===== config.mk =====
export PLATFORM = sky130hd
export DESIGN_NAME = regfile_2r1w_dbg
export DESIGN_NICKNAME = d
export VERILOG_FILES = /design/src/rtl/regfile_2r1w_dbg.sv
export SDC_FILE = /design/constraint.sdc
export NUM_CORES = 2
export LEC_CHECK = 0
export ABC_AREA = 1
export CORE_MARGIN = 2
export CORE_UTILIZATION = 37
export DETAILED_ROUTE_END_ITERATION = 12
export HOLD_SLACK_MARGIN = 0.15
export PLACE_DENSITY = 0.6
export SYNTH_ARGS = -nofsm -noshare
export SYNTH_HDL_FRONTEND = slang
export SYNTH_SLANG_ARGS = --single-unit

===== constraint.sdc =====
create_clock -name clk -period 9.2 [get_ports clk]
set_input_delay 2.76 -clock clk [delete_from_list [all_inputs] [get_ports clk]]
set_output_delay 2.76 -clock clk [all_outputs]
set_load 0.1 [all_outputs]

===== src/rtl/regfile_2r1w_dbg.sv =====
// Two-read / one-write register file with a board debug viewer.
//
// Thirty-two DATA_W-bit registers, register 0 hard-wired to zero. Two
// combinational read ports with write-through bypass, one synchronous write
// port, a saturating count of effective writes, and a debug index stepped by
// a synchronized push button whose register is shown on dbg_data.
//
// Ports:
//   clk, rst_n        clock, asynchronous active-low reset
//   we, waddr, wdata  write port (waddr 0 is ignored)
//   raddr1/2, rdata1/2  combinational read ports with bypass
//   dbg_step          level button; each 0->1 advances dbg_idx
//   dbg_idx, dbg_data register shown on the board and its stored value
//   wr_cnt            effective writes since reset, saturating
module regfile_2r1w_dbg #(
  parameter int unsigned DATA_W = 32,
  parameter int unsigned CNT_W  = 16
) (
  input  logic              clk,
  input  logic              rst_n,
  input  logic              we,
  input  logic [4:0]        waddr,
  input  logic [DATA_W-1:0] wdata,
  input  logic [4:0]        raddr1,
  input  logic [4:0]        raddr2,
  output logic [DATA_W-1:0] rdata1,
  output logic [DATA_W-1:0] rdata2,
  input  logic              dbg_step,
  output logic [4:0]        dbg_idx,
  output logic [DATA_W-1:0] dbg_data,
  output logic [CNT_W-1:0]  wr_cnt
);

  localparam int unsigned AW    = 5;
  localparam int unsigned NREGS = 32;

  logic [DATA_W-1:0] regs_q [NREGS];
  logic [DATA_W-1:0] regs_d [NREGS];
  logic              step_q;
  logic              step_d;
  logic [AW-1:0]     dbg_idx_q;
  logic [AW-1:0]     dbg_idx_d;
  logic [CNT_W-1:0]  wr_cnt_q;
  logic [CNT_W-1:0]  wr_cnt_d;

  logic              wr_en_c;
  logic              step_rise_c;

  // A write to register 0 is a no-op everywhere, including the counter.
  assign wr_en_c     = we && (waddr != '0);
  assign step_rise_c = dbg_step && !step_q;

  // Register array next state; entry 0 is pinned to zero.
  always_comb begin
    regs_d = regs_q;
    if (wr_en_c) begin
      regs_d[waddr] = wdata;
    end
    regs_d[0] = '0;
  end

  // Debug edge detector and index; wraps naturally at 5 bits.
  always_comb begin
    step_d    = dbg_step;
    dbg_idx_d = dbg_idx_q + AW'(step_rise_c);
  end

  // Saturating effective-write counter.
  always_comb begin
    wr_cnt_d = wr_cnt_q;
    if (wr_en_c && (wr_cnt_q != '1)) begin
      wr_cnt_d = wr_cnt_q + CNT_W'(1);
    end
  end

  always_ff @(posedge clk or negedge rst_n) begin
    if (!rst_n) begin
      for (int i = 0; i < NREGS; i++) begin
        regs_q[i] <= '0;
      end
      step_q    <= 1'b0;
      dbg_idx_q <= '0;
      wr_cnt_q  <= '0;
    end else begin
      for (int i = 0; i < NREGS; i++) begin
        regs_q[i] <= regs_d[i];
      end
      step_q    <= step_d;
      dbg_idx_q <= dbg_idx_d;
      wr_cnt_q  <= wr_cnt_d;
    end
  end

  // Read ports: zero for index 0, bypass the in-flight write, else storage.
  always_comb begin
    rdata1 = regs_q[raddr1];
    if (raddr1 == '0) begin
      rdata1 = '0;
    end else if (wr_en_c && (waddr == raddr1)) begin
      rdata1 = wdata;
    end
  end

  always_comb begin
    rdata2 = regs_q[raddr2];
    if (raddr2 == '0) begin
      rdata2 = '0;
    end else if (wr_en_c && (waddr == raddr2)) begin
      rdata2 = wdata;
    end
  end

  // The debug view shows committed contents only, never the bypass.
  assign dbg_data = regs_q[dbg_idx_q];
  assign dbg_idx  = dbg_idx_q;
  assign wr_cnt   = wr_cnt_q;

endmodule


**Word level (Yosys, flattened, before mapping)**

Index checks and enable logic that the tools add are counted.

- Register bits after elaboration: 1014
- Bits of input ports: 51
- Output and inout bits: 117
- Logic and storage cells: 74

- Add/subtract/negate cells: 2
- $lt $le $gt $ge: 5
- Eq/ne operators: 3
- Muxes and demuxes: 16
- Bitwise gates (word level): 4
- Reductions and logical operators: 10

Operators by type and width:

| operator | count |
|---|---|
| 1024-bit bitwise mux | 1 |
| 32-bit binary-select mux with 5-bit select | 3 |
| 32-bit 2-to-1 mux | 11 |
| 32-bit demux with 5-bit select | 1 |
| 6-bit greater-or-equal comparator (second input constant) | 4 |
| 5-bit inverter with 6-bit output | 4 |
| 16-bit by 1-bit adder with 16-bit output (second input constant) | 1 |
| 16-bit inequality test (second input constant) | 1 |
| 5-bit == test | 2 |
| 5-bit zero test | 2 |
| 1-bit logical AND | 6 |
| 6-bit by 1-bit < comparator with 1-bit output (second input constant) | 1 |
| 5-bit by 1-bit adder with 5-bit output | 1 |
| 5-bit nonzero test | 1 |
| 1-bit zero test | 1 |

**Longest topological paths before layout**

- Word-level depth: 6
- Gate-level depth with buffers: 14
- Gate-level depth less buffers: 11

**Worst setup path before layout**

Ideal clock, no wire load.

- Path kind: input to output
- From: in raddr1[0]
- To: out rdata1[11]
- Arrival time: 4645 ps
- Required time: 6440 ps
- Path slack: 1795 ps
- Stages: 14
- Path buffers: 4
- Cells stage by stage: clkbuf_2 > buf_2 > buf_2 > clkbuf_1 > nand2_1 > o21ai_0 > nand2_1 > nand2_1 > nand2_1 > nand2_1 > nor2_1 > nand2_1 > nand3_1 > nand2_1

- Word-level cells in the longest chain between the ends: 6

Ends and longest elaborated chain:

| element | RTL line | RTL |
|---|---|---|
| start, declared | 24 | `input logic [4:0] raddr1,` |
| 5-bit inverter with 6-bit output (implied by the code) | 96 | `rdata1 = regs_q[raddr1];` |
| 32-bit binary-select mux with 5-bit select | 96 |  |
| 32-bit 2-to-1 mux (implied by the code) (2 in series) | 96 |  |
| 32-bit 2-to-1 mux | 99 | `end else if (wr_en_c && (waddr == raddr1)) begin` |
| 32-bit 2-to-1 mux * | 97 | `if (raddr1 == '0) begin` |
| end, declared | 26 | `output logic [DATA_W-1:0] rdata1,` |

Every way passes the cells marked *; elsewhere a longest branch is shown, timed or not. The select of a mux whose other input is x is not followed.

**Worst setup path in the final report**

- From: in raddr1[0]
- To: out rdata1[12]

The elaborated chain is that of the path after synthesis.

==> reports/metrics.yaml <==
synth:
  ys.flop_type: "dfrtp_1"
  synth_mux_area_frac: 0
  syn_area_mm2: 0.0675
  syn-num-nets: 10800
  synthXorXnorAreaFrac: 0.00272
  ys_top_cells_by_area: "dfrtp_1, nand2_1, nand3_1"
  yosys.area_share.simple: 0.355
  ys_seq_area_frac: 0.376
  yosysUniqueCellTypes: 29
  yosysMostFrequentCell: "nand2_1"
  synth.avg_cell_area_um2: 6.27
  async_flop_share: 1.00
  synth_top_family_by_area: "simple AND/OR/NAND/NOR gates"
  synth_fa_ha_area_frac: 0.000556
  synth_top_cell_area_share: 0.376
  synth-compound-area-share: 0.160
  synth_top_area_cell: "dfrtp_1"
  synthTopCellsByCount: "nand2_1, nand3_1, o21ai_0"
  synthCells: 10800
  synth-edff-count: 0
  ys_ff_latch: 1014
  synth_warnings: 0
clock_network:
  cts_setup_buffers: 0
  h-tree-depth: 3
  clkTransAtPathRegs_ns: 0.06
  root_buffer: "clkbuf_16"
  ctsHoldBuffers: 0
  cts_tree: "done"
  cts_sinks: 1014
  clk_latency_ns: 0.77
  cts_resized: 0
  ctsLongestPathBuffers: 3
  cts_buffers: 114
setup_path:
  rr_worst_depth: 5
  r2r_setup_slack_ns: 6.25
  crit_slowest_cell: "buf_12"
  reg2reg_from: "dbg_idx[0]"
  required_ns: 6.44
  critPathLaunchType: "primary input"
  criticalPathCategory: "in -> out"
  regToRegEndpoint: "dbg_idx[4]"
  max_stage_delay_ns: 0.44
  worstSetupEndpointType: "output pin"
  critPathMaxFanout: 77
  cp.arrival_ns: 5.76
  path_cells: "buf_8 > inv_8 > nor2_4 > buf_12 > nand2_1 > nand3_1 > nand3_1 > nand2_1 > nand3_1 > nand2_1 > buf_12"
drt:
  drt_iter0_markers: 11400
  wl_mm: 328
  drcViolationCount: 0
  ant_nets: 0
  num_vias: 76000
  drt-vias-per-instance: 5.94
  first_pass_iters: 7
  routedWlPerCell_um: 25.6
placement:
  routabilityCongestion: 0.915
  portBuffers: 167
  hpwl_mm: 179
finish:
  final_core_utilization: 0.416
  fin_nets: 10400
  area_delta_synth_final_pct: 11.5
  drive_gt1_frac: 0.0535
  fill_cells: 18800
floorplanning:
  start_util: 0.373
  coreArea_mm2: 0.181
  io_pins: 168
  die-height_um: 431
  rows: 156
  die_area_mm2: 0.186
  die_x_um: 431
power:
  pwr_density_cell_mw_per_mm2: 276
  switchingPower_mw: 10.2
  power_frac_comb: 0.473
  vdd_drop_max_mv: 0.461
  intPower_mw: 10.6
  p_sw_frac: 0.489
  pwr-share-seq: 0.295
  p_leak_nw: 35.9
  pwr-share-clk: 0.232
sta:
  fmax_mhz: 117
  rsz0062_at_grt: "false"
  relSlewSlack: 0.156
  period_minus_slack_ns: 8.52
  slew_violations: 0
  worst_pin_slew_ns: 1.27
  tns_ns: 0
  final-hold-violation-count: 0
  setup_viol: 0
  fin_worst_skew_ns: 0.00873
  finalCritPeriodShare: 0.926
min_path:
  worstHoldPathCells: 2
  hold_path.startpoint: "regs_q[900]"
  min_to: "regs_q[900]"
  hold_class: "reg -> reg"
outcome:
  status: "complete, no violations"
grt:
  overflow: 0
  grt_pass1_vias: 71300
  grt_antenna_before_repair: 10
  grt_max_degree: 162
  grtUsageTotal: 0.343
  grt_pass1_wl_mm: 477
run:
  drv_cap: 0
-- worst max path at each step --
| stage | endpoint | startpoint | slack (ns) |
|---|---|---|---|
| 3_5_place_dp | rdata1[12] | raddr1[0] | 0.85 |
| 4_1_cts | rdata1[12] | raddr1[0] | 0.85 |
| 5_1_grt | rdata1[11] | raddr1[0] | 0.71 |
| 6_report | rdata1[12] | raddr1[0] | 0.68 |
| 3_3_place_gp | rdata1[12] | raddr1[0] | 0.83 |
| 2_1_floorplan | rdata1[11] | raddr1[0] | 1.80 |
-- worst max-delay path, delay by kind of cell --
kind                   cells  cell delay, ns
buffers and inverters      4            1.39
AND/OR/NAND/NOR            7            1.32
-- per-layer routing --
layer	vias to the layer above	GRT usage	part of all wire
met1	35300	0.415	0.36
met2	5560	0.534	0.43
met4	6	0.263	0.089
met5	-	0	0.000092
met3	1437	0.0710	0.12
li1	33700	-	-
-- cell usage in the layout, fill, tap and decap left out, drive strengths merged, types with 27 or more instances in the layout --
| master | Yosys | routed |
|---|---|---|
| a21oi | 463 | 463 |
| and2 | 27 | 27 |
| buf | 170 | 271 |
| clkbuf | 729 | 176 |
| clkdlybuf4s50 | 0 | 65 |
| dfrtp | 1014 | 1014 |
| inv | 978 | 981 |
| nand2 | 3563 | 3563 |
| nand3 | 1576 | 1576 |
| nor2 | 563 | 563 |
| o211ai | 206 | 206 |
| o21ai | 1383 | 1383 |
| or2 | 27 | 27 |
-- registers in the layout (all words and copies together), names as in the netlist --
register  cells
step_q        1
regs_q      992
dbg_idx       5
wr_cnt       16
-- cell type report --
class | count | area, um^2 | area share
Clock buffer | 176 | 3480 | 0.0462
Tap cell | 2370 | 2970 | 0.0394
Clock inverter | 33 | 375 | 0.00498
Inverter | 980 | 3730 | 0.0495
Antenna cell | 9 | 22.5 | 0.000299
Timing Repair Buffer | 336 | 4060 | 0.0539
Sequential cell | 1014 | 25400 | 0.337
Multi-Input combinational cell | 7874 | 35300 | 0.469
-- stage by stage --
step / power [mW] / worst slack (ns) / hold WS, ns / cells / cell area [um^2]
after floorplan: 12.4 / 1.80 / 0.453 / 10800 / 67500
after global placement: 15.6 / 0.829 / 0.465 / 12600 / 71500
after detailed placement: 15.7 / 0.850 / 0.473 / 12600 / 71500
after CTS: 20.5 / 0.849 / 0.488 / 12800 / 75300
after global routing: 21.7 / 0.713 / 0.500 / 12800 / 75300
final: 20.8 / 0.679 / 0.486 / 12800 / 75300
-- kinds of logic after synthesis --
kind of cell             Yosys count
AO/OA/AOI/OAI                   2053
XOR/XNOR                          21
adder cells (fa/ha/maj)            3
buffers and inverters           1879
flip-flops                      1014
AND/OR/NAND/NOR                 5797
-- power by group through the flow --
stage               Combinational, mW  Clock (mW)  Sequential, mW
floorplan                        6.36           0            6.06
global placement                 9.44           0            6.13
detailed placement               9.56           0            6.15
CTS                              9.58        4.86            6.09
global route                     10.5        5.03            6.22
finish                           9.84        4.83            6.13
Power figures use the tool's default switching activity.
